**src/rtl/btn_debounce_edge.sv**
```systemverilog
// btn_debounce_edge: two-flop synchronizer, four-state debounce FSM,
// registered level, press/release strobes and a wrapping press counter.
module btn_debounce_edge #(
  parameter int STABLE_CYCLES = 500000,
  parameter int CNT_W         = 19
) (
  input  logic       clk,
  input  logic       rst,
  input  logic       btn_in,
  output logic       btn_level,
  output logic       btn_press,
  output logic       btn_release,
  output logic [7:0] press_count
);

  localparam logic [1:0] LOW      = 2'd0;
  localparam logic [1:0] ARM_HIGH = 2'd1;
  localparam logic [1:0] HIGH     = 2'd2;
  localparam logic [1:0] ARM_LOW  = 2'd3;

  localparam logic [CNT_W-1:0] LAST = CNT_W'(STABLE_CYCLES - 1);

  logic             r_s1;
  logic             r_s2;
  logic [1:0]       r_state;
  logic [CNT_W-1:0] r_cnt;
  logic             r_level;
  logic             r_press;
  logic             r_release;
  logic [7:0]       r_count;

  logic w_sync;
  logic w_last;

  assign w_sync = r_s2;
  assign w_last = (r_cnt == LAST);

  always_ff @(posedge clk or posedge rst) begin
    if (rst) begin
      r_s1 <= 1'b0;
      r_s2 <= 1'b0;
    end else begin
      r_s1 <= btn_in;
      r_s2 <= r_s1;
    end
  end

  // Strobes default low each cycle; only an accepted ARM exit raises one.
  always_ff @(posedge clk or posedge rst) begin
    if (rst) begin
      r_state   <= LOW;
      r_cnt     <= '0;
      r_level   <= 1'b0;
      r_press   <= 1'b0;
      r_release <= 1'b0;
      r_count   <= 8'd0;
    end else begin
      r_press   <= 1'b0;
      r_release <= 1'b0;
      case (r_state)
        LOW: begin
          if (w_sync) begin
            r_state <= ARM_HIGH;
            r_cnt   <= '0;
          end
        end
        ARM_HIGH: begin
          if (!w_sync) begin
            r_state <= LOW;
          end else if (w_last) begin
            r_state <= HIGH;
            r_level <= 1'b1;
            r_press <= 1'b1;
            r_count <= r_count + 8'd1;
          end else begin
            r_cnt <= r_cnt + 1'b1;
          end
        end
        HIGH: begin
          if (!w_sync) begin
            r_state <= ARM_LOW;
            r_cnt   <= '0;
          end
        end
        ARM_LOW: begin
          if (w_sync) begin
            r_state <= HIGH;
          end else if (w_last) begin
            r_state   <= LOW;
            r_level   <= 1'b0;
            r_release <= 1'b1;
          end else begin
            r_cnt <= r_cnt + 1'b1;
          end
        end
        default: r_state <= LOW;
      endcase
    end
  end

  assign btn_level   = r_level;
  assign btn_press   = r_press;
  assign btn_release = r_release;
  assign press_count = r_count;

endmodule

```
**config.mk**
```make
export PLATFORM = sky130hd
export DESIGN_NAME = btn_debounce_edge
export DESIGN_NICKNAME = d
export VERILOG_FILES = /design/src/rtl/btn_debounce_edge.sv
export SDC_FILE = /design/constraint.sdc
export NUM_CORES = 1
export LEC_CHECK = 0
export BUFFER_PORTS_ARGS = -buffer_cell sky130_fd_sc_hd__buf_2
export CAP_MARGIN = 20
export CORE_MARGIN = 5
export CORE_UTILIZATION = 50
export DETAILED_ROUTE_END_ITERATION = 12
export PLACE_DENSITY = 0.68
export SLEW_MARGIN = 20
export SYNTH_ARGS = -nofsm -noshare
export SYNTH_HDL_FRONTEND = slang
export SYNTH_SLANG_ARGS = --single-unit
```
**constraint.sdc**
```tcl
create_clock -name clk -period 5.4 [get_ports clk]
set_clock_uncertainty 0.15 [all_clocks]
set_input_delay 0.27 -clock clk [delete_from_list [all_inputs] [get_ports clk]]
set_output_delay 0.27 -clock clk [all_outputs]
set_load 0.01 [all_outputs]
```
---- After elaboration in Yosys (flattened, before gate mapping) ----
Cells that the tools add are included.
word-level totals
  register bits ........................... 34
  output and inout bits ................... 11
  word-level logic and storage cells ...... 51
cells by class
  add/subtract/negate cells ............... 2
  equal/unequal tests ..................... 12
  mux-type cells .......................... 23
  reductions and logical operators ........ 6
operators with widths
  operator                                                                count
  19-bit 2-to-1 mux                                                       5
  19-bit one-hot mux with 4 select lines                                  1
  19-bit by 1-bit adder with 19-bit output (second input constant)        1
  19-bit equality test (second input constant)                            1
  2-bit 2-to-1 mux                                                        6
  2-bit != test (second input constant)                                   6
  1-bit 2-to-1 mux                                                        9
  8-bit by 1-bit adder with 8-bit output (second input constant)          1
  2-bit one-hot mux with 4 select lines                                   1
  4-bit AND reduction                                                     2
  3-bit != test (second input constant)                                   2
  5-bit AND reduction                                                     1
  2-bit equality test (second input constant)                             2
  3-bit AND reduction                                                     1
  2-bit by 1-bit equality test with 1-bit output (second input constant)  1
  2-bit logical NOT                                                       1
  1-bit one-hot mux with 2 select lines                                   1
  2-bit nonzero test                                                      1

---- Logic depth before layout (Yosys ltp) ----
  depth after elaboration ................. 4
  gate-level depth with buffers ........... 7

---- Least setup slack after synthesis ----
OpenSTA, ideal clock, no wires.
  path type ............................... register to register
  start ................................... register r_cnt[0]
  end ..................................... register r_count[1], in the netlist press_count[1]
  library setup time ...................... 0.125 ns
  arrival time ............................ 1.610 ns
  setup slack ............................. 3.515 ns
  cell stages (with the launch flop) ...... 6
  path through ............................ dfrtp_1 ha_1 and4_1 nand4_4 nor3_4 mux2_2
between the ends
  longest elaborated chain between the ends .. 2
ends and longest elaborated chain
  item                           RTL line  RTL
  from (decl)                    26        logic [CNT_W-1:0] r_cnt;
  from (signal assigned)         76        r_cnt <= r_cnt + 1'b1;
  from (signal assigned)         93        r_cnt <= r_cnt + 1'b1;
  19-bit equality test           36        assign w_last = (r_cnt == LAST);
  3-bit AND reduction (no line)  n/a
  to (signal assigned)           74        r_count <= r_count + 8'd1;
  to (decl)                      30        logic [7:0] r_count;
No other way between the ends.
A chain may end at the register's enable or synchronous reset.

---- Worst setup path after layout ----
  start ................................... register r_s2
  end ..................................... register r_cnt[14]
between the ends
  longest elaborated chain between the ends .. 2
  elaborated cells between the ends (all ways) .. 5
  classes of those cells .................. eq/ne: 4; reduce/logical: 1
ends and longest elaborated chain
  item                               RTL line  RTL
  from (decl)                        24        logic r_s2;
  from (signal assigned)             44        r_s2 <= r_s1;
  2-bit != test (no line)            n/a
  4-bit AND reduction (no line) (*)  n/a
Every way passes the cells marked *; elsewhere a longest branch is shown, timed or not.

==> qor.txt <==
Placed Area -> 1850 um2
Fin area -> 1950 um2
Post-synth top area cell -> dfrtp_1
Synth Warn # -> 0
Final period util -> 42.3%
Post-DP HPWL -> 2420 um
Total power divided by cell area -> 246 nW/um2
Residual DRC count -> 0
Initial drt markers -> 93
Max-slew violation count -> 0
Largest net degree at the start of global routing -> 35
Worst Path Arrival -> 2390 ps
Nets -> 195
Ant diodes -> 0
TritonCTS clock tree -> done
Syn_area_per_cell -> 10.1 um2
Vias in the first global route -> 1324
Outcome -> finished clean
Resize count post-CTS -> 0
Routed Antenna Nets -> 0
Max Cap Violations -> 0
Post-Synthesis Cells -> 173
First-pass GRT wire length -> 5980 um
Clock transition at path regs -> 110 ps
FF-to-FF End -> r_cnt[14]$_DFFE_PP0P_
Max-slew headroom -> 45.5%
RSZ-0062 raised after global routing -> false
Min cycle time layout -> 2280 ps
Layout cells sized above 1 -> 15.2%
Drt first pass iters -> 4
Post-layout util -> 57.8%
Vias per cell -> 5.66
CTS Root Cell -> clkbuf_4
Clock sinks -> 34
Final Worst Setup Slack -> 3120 ps
Top cells by area, synth -> dfrtp_1 (49%), xor2_1 (5.0%), nand4_1 (3.9%)
Worst vdd ir -> 149 uV
Initial antenna violation count -> 0
Min-Delay Endpoint -> r_s2$_DFF_PP0_
Worst skew pair latency -> 330 ps
Setup TNS -> 0 ps
H-tree levels -> 2
Grt ovf -> 0
Initial Util -> 51.9%
Sequential area share after synthesis -> 48.7%
Worst hold path cell count -> 0
Die ar. -> 4780 um2
Top-area cell type share of the netlist area -> 48.7%
Hold Crit Class -> flop to flop
Leak pwr -> 0.913 nW
Floorplan die width -> 69.1 um
Core box area -> 3360 um2
CTS buffer count -> 5
WP data required -> 5510 ps
I/O pin cnt -> 14
Crit end category -> flop
Die Span Y -> 69.1 um
Worst hold start -> r_s1$_DFF_PP0_
Vias -> 1341
Cell depth of the worst flop-to-flop path -> 4
Bufs on Longest Clock Path -> 2
Port bufs -> 13
GP Congestion -> 0.877
Syn Std Cell Area -> 1750 um2
Cell row count -> 21
Setup WS pre-CTS -> 3150 ps
Synthesized flop and latch total -> 34
Least-Margin Pin Slew -> 815 ps
Final setup viols -> 0
Reg2reg start -> r_s2$_DFF_PP0_
Layout area overhead -> 11.4%
CP Launch Type -> flop
Non-filler instance count after layout -> 237
Critical path peak fanout -> 13
Placed Cells -> 227
Wire length per cell -> 14.2 um
R2R Setup Slk -> 3120 ps
Highest Clock Rate -> 438 MHz
Final Hold Vio Count -> 0
Total track usage -> 15.1%
Synth cell types -> 40
Kind of critical path -> flop to flop
Mapped Nets -> 178
Routed wire length -> 3360 um
==> worst max-delay path by stage <==
| stage | slack, ps | startpoint | to |
|---|---|---|---|
| after floorplan | 3520 | r_cnt[0]$_DFFE_PP0P_ | press_count[1]$_DFFE_PP0P_ |
| after global placement | 3240 | r_s2$_DFF_PP0_ | r_cnt[18]$_DFFE_PP0P_ |
| after detailed placement | 3150 | r_s2$_DFF_PP0_ | r_cnt[14]$_DFFE_PP0P_ |
| after CTS | 3130 | r_s2$_DFF_PP0_ | r_cnt[14]$_DFFE_PP0P_ |
| after global routing | 2920 | r_s2$_DFF_PP0_ | r_cnt[18]$_DFFE_PP0P_ |
| final | 3120 | r_s2$_DFF_PP0_ | r_cnt[14]$_DFFE_PP0P_ |
==> cells in the final DEF (no fill, tap or decap), types with 2 or more instances in the layout <==
cell type      count
nand3_1           10
nor2b_1            3
clkinv_2           2
nand4_1           11
clkbuf_4           5
dlygate4sd3_1      2
xnor2_1            7
nor2_1            13
o21ai_0            9
inv_1              4
or3_1              4
nand4_4            2
ha_1               2
nor3b_1            2
nor3_1             7
buf_2             13
xor2_1            10
dfrtp_1           34
a21oi_1            7
nand2_1           18
a21o_1             3
and4_1             2
==> worst max-delay path, cell delays in order (launching register included) <==
cell     delay [ps]
dfrtp_1         480
xor2_1          680
o21ai_2         320
or3_1           430
a21oi_1         150
==> state kept, by name, summed over array words and instances, names as in the netlist, named ones only <==
| name | count |
|---|---|
| btn_level | 1 |
| btn_press | 1 |
| btn_release | 1 |
| press_count | 8 |
| r_cnt | 19 |
| r_s1 | 1 |
| r_s2 | 1 |
| r_state | 1 |
==> per-layer routing <==
metal | track usage, % | part of all wire [%] | up-vias
met5 | 0 | 0 | -
met4 | 6.07 | 1.4 | 0
met3 | 4.22 | 4.6 | 7
met2 | 23.4 | 47 | 29
met1 | 20.0 | 47 | 648
li1 | - | - | 657
==> through the flow <==
step | total power [mW] | hold WS, ps
finish | 0.478 | 220
global route | 0.499 | 233
CTS | 0.481 | 223
detailed placement | 0.300 | 195
global placement | 0.298 | 191
floorplan | 0.295 | 151
==> where the power goes <==
part	switching, mW	internal [mW]	total, mW
Sequential	0.0108	0.260	0.271
Clock	0.0863	0.0960	0.182
Combinational	0.0158	0.00919	0.0250
Total	0.113	0.365	0.478
==> final cells by class <==
type,count,area [um2]
flip-flops and latches,34,851
clock buffers,5,37.5
clock inverters,3,40.0
repair buffers,16,92.6
well taps,46,57.6
multi-input cells,129,852
fillers,311,1420
inverters,4,15.0
==> synthesized netlist by cell type (all sizes together) <==
cell type	count
nand2b	1
and4bb	1
o2111ai	1
a21oi	7
a41oi	1
xnor2	7
dfrtp	34
a22o	1
nor4	2
mux2i	1
inv	4
o21ai	10
nor2	13
and4	2
clkbuf	3
and2	1
nand2	18
xor2	10
ha	2
nand3	10
a21o	3
o31ai	1
and3	1
a211o	1
nor2b	3
nand4	13
nor3	8
buf	3
and4b	1
or3	4
nor4b	1
mux2	1
nand4bb	1
nor3b	2
nand4b	1
==> what timing repair did <==
action	in CTS	in global routing
hold endpoints to repair	35	0
buffers inserted	0	0
hold buffers	2	0
==> cell families after synthesis <==
logic type,after synthesis,synth area share [%]
AO/OA/AOI/OAI,25,8.81
buffers and inverters,10,2.51
adder cells (fa/ha/maj),2,1.43
XOR/XNOR,17,8.52
multiplexers,2,1.22
flip-flops,34,48.7
AND/OR/NAND/NOR,83,28.8
Note: power is estimated with default switching activity, not from simulation.
